<file path="src/rtl/alu_pkg.sv">
// alu_pkg: opcode constants and control encodings shared by the decode stage and the ALU.
package alu_pkg;
  localparam logic [6:0] OP_LW  = 7'b0000011;
  localparam logic [6:0] OP_SW  = 7'b0100011;
  localparam logic [6:0] OP_BEQ = 7'b1100011;
  localparam logic [6:0] OP_R   = 7'b0110011;
  localparam logic [6:0] OP_I   = 7'b0010011;
  localparam logic [6:0] OP_JAL = 7'b1101111;
  typedef enum logic [2:0] {
    ALU_ADD = 3'b000,
    ALU_SUB = 3'b001,
    ALU_AND = 3'b010,
    ALU_OR  = 3'b011,
    ALU_SLT = 3'b101
  } alu_ctrl_t;
  typedef enum logic [1:0] {
    RES_ALU = 2'b00,
    RES_MEM = 2'b01,
    RES_PC4 = 2'b10
  } result_src_t;
  typedef enum logic [1:0] {
    IMM_I = 2'b00,
    IMM_S = 2'b01,
    IMM_B = 2'b10,
    IMM_J = 2'b11
  } imm_src_t;
  typedef enum logic [1:0] {
    AOP_ADD   = 2'b00,
    AOP_SUB   = 2'b01,
    AOP_FUNCT = 2'b10
  } alu_op_t;
  typedef struct packed {
    alu_ctrl_t   alu_control;
    logic        alu_src;
    logic        reg_write;
    logic        mem_write;
    result_src_t result_src;
    logic        branch;
    logic        jump;
    logic        valid;
  } ctrl_t;
  function automatic logic funct3_ok(input logic [2:0] f);
    return f == 3'b000 || f == 3'b010 || f == 3'b110 || f == 3'b111;
  endfunction
endpackage

</file>
<file path="src/rtl/alu_decoder.sv">
// alu_decoder: maps ALUOp, funct3, funct7[5] and opcode[5] to the ALU operation.
module alu_decoder
  import alu_pkg::*;
(
  input  alu_op_t     alu_op,
  input  logic [2:0]  funct3,
  input  logic        funct7_5,
  input  logic        op5,
  output alu_ctrl_t   alu_control
);
  // sub only for R-type (op5=1); I-type funct3=000 is always addi
  assign alu_control = (alu_op == AOP_SUB)   ? ALU_SUB :
                       (alu_op != AOP_FUNCT) ? ALU_ADD :
                       (funct3 == 3'b000)    ? ((op5 && funct7_5) ? ALU_SUB : ALU_ADD) :
                       (funct3 == 3'b010)    ? ALU_SLT :
                       (funct3 == 3'b110)    ? ALU_OR  :
                       (funct3 == 3'b111)    ? ALU_AND : ALU_ADD;
endmodule

</file>
<file path="src/rtl/alu_ctrl_stage.sv">
// alu_ctrl_stage: main decoder and D->E control register; ALU_CTRL_ILLEGAL_EN enables the IllegalE flag.
module alu_ctrl_stage
  import alu_pkg::*;
(
  input  logic        clk,
  input  logic        rst,
  input  logic [31:0] InstrD,
  input  logic        ValidD,
  input  logic        StallE,
  input  logic        FlushE,
  output logic [1:0]  ImmSrcD,
  output logic [2:0]  ALUControlE,
  output logic        ALUSrcE,
  output logic        RegWriteE,
  output logic        MemWriteE,
  output logic [1:0]  ResultSrcE,
  output logic        BranchE,
  output logic        JumpE,
  output logic        ValidE,
  output logic        IllegalE
);
  logic [6:0] opcode;
  logic [2:0] funct3;
  logic       known, ok, unused_bits;
  alu_op_t    alu_op;
  alu_ctrl_t  alu_control;
  imm_src_t   imm_raw;
  ctrl_t      m, d, e;
  assign opcode      = InstrD[6:0];
  assign funct3      = InstrD[14:12];
  assign unused_bits = ^{InstrD[31], InstrD[29:15], InstrD[11:7]};
  alu_decoder u_alu_decoder (
    .alu_op      (alu_op),
    .funct3      (funct3),
    .funct7_5    (InstrD[30]),
    .op5         (InstrD[5]),
    .alu_control (alu_control)
  );
  always_comb begin
    m       = '0;
    alu_op  = AOP_ADD;
    imm_raw = IMM_I;
    known   = 1'b1;
    case (opcode)
      OP_LW: begin
        m.alu_src    = 1'b1;
        m.reg_write  = 1'b1;
        m.result_src = RES_MEM;
      end
      OP_SW: begin
        m.alu_src   = 1'b1;
        m.mem_write = 1'b1;
        imm_raw     = IMM_S;
      end
      OP_BEQ: begin
        m.branch = 1'b1;
        alu_op   = AOP_SUB;
        imm_raw  = IMM_B;
      end
      OP_R: begin
        m.reg_write = 1'b1;
        alu_op      = AOP_FUNCT;
        known       = funct3_ok(funct3);
      end
      OP_I: begin
        m.alu_src   = 1'b1;
        m.reg_write = 1'b1;
        alu_op      = AOP_FUNCT;
        known       = funct3_ok(funct3);
      end
      OP_JAL: begin
        m.jump       = 1'b1;
        m.reg_write  = 1'b1;
        m.result_src = RES_PC4;
        imm_raw      = IMM_J;
      end
      default: known = 1'b0;
    endcase
  end
  // invalid slots and illegal encodings both decode to all-zero controls
  assign ok      = ValidD && known;
  assign ImmSrcD = ok ? imm_raw : IMM_I;
  always_comb begin
    d             = ok ? m : '0;
    d.alu_control = ok ? alu_control : ALU_ADD;
    d.valid       = ValidD;
  end
  always_ff @(posedge clk) begin
    if (rst || FlushE) e <= '0;
    else if (!StallE) e <= d;
  end
`ifdef ALU_CTRL_ILLEGAL_EN
  logic illegal_q;
  always_ff @(posedge clk) begin
    if (rst || FlushE) illegal_q <= 1'b0;
    else if (!StallE) illegal_q <= ValidD && !known;
  end
  assign IllegalE = illegal_q;
`else
  assign IllegalE = 1'b0;
`endif
  assign ALUControlE = e.alu_control;
  assign ALUSrcE     = e.alu_src;
  assign RegWriteE   = e.reg_write;
  assign MemWriteE   = e.mem_write;
  assign ResultSrcE  = e.result_src;
  assign BranchE     = e.branch;
  assign JumpE       = e.jump;
  assign ValidE      = e.valid;
endmodule

</file>
<file path="config.mk">
export PLATFORM = sky130hd
export DESIGN_NAME = alu_ctrl_stage
export DESIGN_NICKNAME = d
export VERILOG_FILES = /design/src/rtl/alu_pkg.sv /design/src/rtl/alu_decoder.sv /design/src/rtl/alu_ctrl_stage.sv
export SDC_FILE = /design/constraint.sdc
export NUM_CORES = 1
export LEC_CHECK = 0
export CORE_ASPECT_RATIO = 1.25
export CORE_MARGIN = 1
export CORE_UTILIZATION = 32
export CTS_CLUSTER_DIAMETER = 30
export DETAILED_ROUTE_END_ITERATION = 10
export PLACE_DENSITY = 0.76
export SKIP_CTS_REPAIR_TIMING = 1
export SLEW_MARGIN = 40
export SYNTH_ARGS = -nofsm -noshare
export SYNTH_HDL_FRONTEND = slang
export SYNTH_SLANG_ARGS = --single-unit
export TNS_END_PERCENT = 20
</file>
<file path="constraint.sdc">
create_clock -name clk -period 1.6 [get_ports clk]
set_clock_uncertainty 0.15 [all_clocks]
set_input_delay 0.32 -clock clk [delete_from_list [all_inputs] [get_ports clk]]
set_output_delay 0.32 -clock clk [all_outputs]
set_load 0.1 [all_outputs]
</file>
# Word level (Yosys, flattened, before mapping)
# Index checks and enable logic that the tools add are counted.
classes:
  eq_ne: 11
  mux: 19
  reduce_logical: 11
ops:
  columns: ["cell", "count"]
  rows:
  - ["$mux 3", 6]
  - ["$eq 7x6->1 const B", 2]
  - ["$eq 7x7->1 const B", 2]
  - ["$mux 8", 1]
  - ["$pmux 2 s2", 2]
  - ["$reduce_or 4->1", 2]
  - ["$eq 7x2->1 const B", 1]
  - ["$eq 7x5->1 const B", 1]
  - ["$eq 3x3->1 const B", 2]
  - ["$mux 1", 6]
  - ["$pmux 2 s3", 1]
  - ["$logic_or 1x1->1", 4]
  - ["$mux 2", 2]
  - ["$eq 3x2->1 const B", 1]
  - ["$logic_not 3->1", 1]
  - ["$reduce_or 3->1", 1]
  - ["$eq 2x1->1 const B", 1]
  - ["$logic_and 1x1->1", 2]
  - ["$ne 2x2->1 const B", 1]
  - ["$pmux 1 s2", 1]
  - ["$reduce_or 2->1", 1]
word_totals:
  regBits: 11
  out_inout_bits: 14
  wordCells: 49

# Depth between registers and ports, before layout
logic_depth:
  word_depth: 8
  ltp_mapped: 5
  mapped_depth_nobuf: 4

# Hierarchy
# Synthesis repeated with hierarchy kept, for this count alone.
unflattened:
  cells_unflattened: 69
  hier_area_um2: 624.3
by_module_without_submodules:
  columns: ["module", "instances", "cells_each", "area_each_um2", "seq_area_each_um2"]
  rows:
  - ["alu_ctrl_stage", 1, 60, 566.8, 220.2]
  - ["alu_decoder", 1, 9, 57.6, 0.0]

# Worst setup path after synthesis
# Ideal clock, no wire load.
synth_timing:
  path_kind: "input to output"
  start: "input port InstrD[6]"
  end: "output port ImmSrcD[0]"
  t_arrival_ns: 2.272
  path_slack_ns: -1.142
  cell_stages: 5
  path_buffers: 1
  path_cell_list: "buf_6 or3_4 nor2_2 a21oi_1 nor2_1"
synth_via:
  elab_chain_cells: 5
  elab_cells_between_ends: 12
  cone_classes: "6 x eq/ne; 3 x mux; 3 x reduce/logical"
synth_lines:
  columns: ["element", "line_no", "text"]
  rows:
  - ["start, declared", "alu_ctrl_stage.sv:7", "input logic [31:0] InstrD,"]
  - ["$eq 7x6->1, or another cell as far along", "alu_ctrl_stage.sv:44", "case (opcode)"]
  - ["$reduce_or 4->1 (no source line) / $reduce_or 2->1 (equally long branches)", null, null]
  - ["$pmux 1 s2", "alu_ctrl_stage.sv:44", null]
  - ["$logic_and 1x1->1", "alu_ctrl_stage.sv:81", "assign ok = ValidD && known;"]
  - ["$mux 2 *", "alu_ctrl_stage.sv:82", "assign ImmSrcD = ok ? imm_raw : IMM_I;"]
  - ["end, declared", "alu_ctrl_stage.sv:11", "output logic [1:0] ImmSrcD,"]
# Mark *: on every way between the ends. The rest lies on a longest branch, timed or not.

# Worst setup path after layout
# Ends and elaborated chain as after synthesis.

==> metrics.txt <==
Starting Density 35.0%; most common cell in the netlist nand2_1; ys async rst share 0%; Placeable Area 1830 um^2; Setup CP Type in -> out; # DRC 0; final wirelength 1.97 mm; Max-cap violations 0; final instance area 1310 um^2; setup slack at placement -0.530 ns; ANT nets after route 0; Hold Slack 0.290 ns; Final Hold Vio Count 0; Port Buf Inserts 28; synth-to-layout area growth 104%; TritonCTS clock tree done; Yosys cell types 37; outcome finished, violations left; f_max 578 MHz; Pwr Total 0.625 mW; PD cells 477 nW/um^2; Longest Clk Path Bufs 2; VDD IR-drop max 0.555 mV; first-pass GRT wire length 3.17 mm; CP Max Fanout 2; ant diodes 0; Worst-path clk slew 0.07 ns; share of layout cells above drive strength 1 47.7%; CTS Buf Count 3; Crit. Startpoint InstrD[6]; failing checks negative setup slack; Hold Crit Depth 3; num rows 17; clk_lat worst skew 0.26 ns; final net count 168; register area share after synthesis 34.4%; Setup violations, final 3; Max Slew Vio Count 0; CP endpoint kind primary output; dpl hpwl 1.60 mm; reg-to-reg startpoint ALUSrcE; Synth top cells by count 13 x nand2_1, 11 x dfxtp_1, 7 x nor2_1; hold path startpoint InstrD[5]; Tcrit/Tclk final 108%; Die Wd 42.0 um; share of the synthesized area in the top cell type 34.4%; Synth Register Bits 11; H-tree depth 1; gp weighted congestion 0.911; CTS Sinks 11; Final Critical Period 1.73 ns; Critical Path RT 1.13 ns; post-synthesis cell count 76; drt pass-1 iters 4; chip height 52.0 um; Synth warnings 0; initial antenna violation count 0; crit start category primary input; dpl cell area 1250 um^2; pin count of the biggest net entering global routing 10; hold crit path type in -> reg; crit path DAT 1.26 ns; Routed WL per cell 13.2 um; Worst Slack Setup Final -0.130 ns; Pleak 0.587 nW; number of global-route vias before repair 756; largest area contributor in the synthesized netlist dfxtp_1; net count after synthesis 113; initial drt markers 18; R2R cell count 1; CTS root buf clkbuf_4; Vias/cell 5.15; via count 768; synth top area cells dfxtp_1 34%, nand2_1 7.6%, a21oi_1 4.7%; Post-synth EDFFs 0; mean area per synthesized cell 8.43 um^2; gr ovfl total 0; total track usage 18.9%; mapped cell area 641 um^2; leading register cell type out of synthesis dfxtp_1; setup TNS -0.194 ns; unrepaired setup endpoints after global routing yes; I/O pins 51; die area 2190 um^2
[layout by cell type, fill, tap and decap left out, drive strengths merged]
cell type,count
conb,1
nand2,13
o31ai,1
a22oi,1
and3,1
dfxtp,11
inv,2
clkdlybuf4s50,6
nor4,2
a211o,1
a2111oi,1
nand2b,1
a32o,3
and2,1
or2,2
nor2,8
or2b,1
nand3,1
a21oi,8
clkbuf,6
o21ai,3
o211ai,2
or3,2
buf,40
nor3,1
dlymetal6s2s,6
nor2b,2
nand4b,1
nand4,2
[metrics by stage]
stage	instances	util, %
2_1_floorplan	76	-
3_3_place_gp	143	68.3
3_5_place_dp	143	68.3
4_1_cts	147	69.8
5_1_grt	149	71.5
6_report	149	71.5
[cells by family after synthesis]
logic type             after synthesis  synth area share [%]
AOI/OAI and AO/OA                   20                  23.8
buffers and inverters                6                  5.66
DFF                                 11                  34.4
other                                1                 0.585
and+or+nand+nor                     38                  35.6
[power by group]
| part | total [mW] | leakage [nW] | internal, mW | switching [mW] |
|---|---|---|---|---|
| combinational | 0.169 | 0.483 | 0.0855 | 0.0830 |
| sequential | 0.275 | 0.0886 | 0.275 | 0.000955 |
| clock | 0.181 | 0.0150 | 0.0962 | 0.0846 |
[worst paths after layout]
path | to | slack, ns
setup / recovery | ImmSrcD[0] | -0.13
hold / removal | ResultSrcE[0] | 0.29
setup reg to reg | ALUSrcE | 0.77
hold reg to reg | ALUControlE[2] | 0.34
[layer usage]
metal | wire, um | vias to the layer above | track usage, % | share of wire, %
met5 | 0 | - | 0 | 0
met2 | 1110 | 29 | 40.1 | 56
met1 | 753 | 358 | 18.9 | 38
met4 | 0 | 0 | 1.56 | 0
met3 | 106 | 0 | 4.51 | 5.4
li1 | - | 381 | - | -
[worst max-delay path, cell delays in order]
cell and delay [ns]:
buf_6 0.09, or3_4 0.40, nor2_4 0.11, a21oi_2 0.05, nor2_4 0.10, buf_12 0.18
[layout make-up]
class,instances,area (um^2)
tap,19,23.8
inverter,2,7.51
multi-input combinational,59,419
clock buffer,4,26.3
timing repair buffer,54,612
fill,131,520
sequential,11,220
[registers in the layout, indices dropped and copies added (netlist names)]
signal,cells
JumpE,1
ResultSrcE,2
ValidE,1
MemWriteE,1
RegWriteE,1
ALUSrcE,1
BranchE,1
ALUControlE,3
Power figures use the tool's default switching activity.
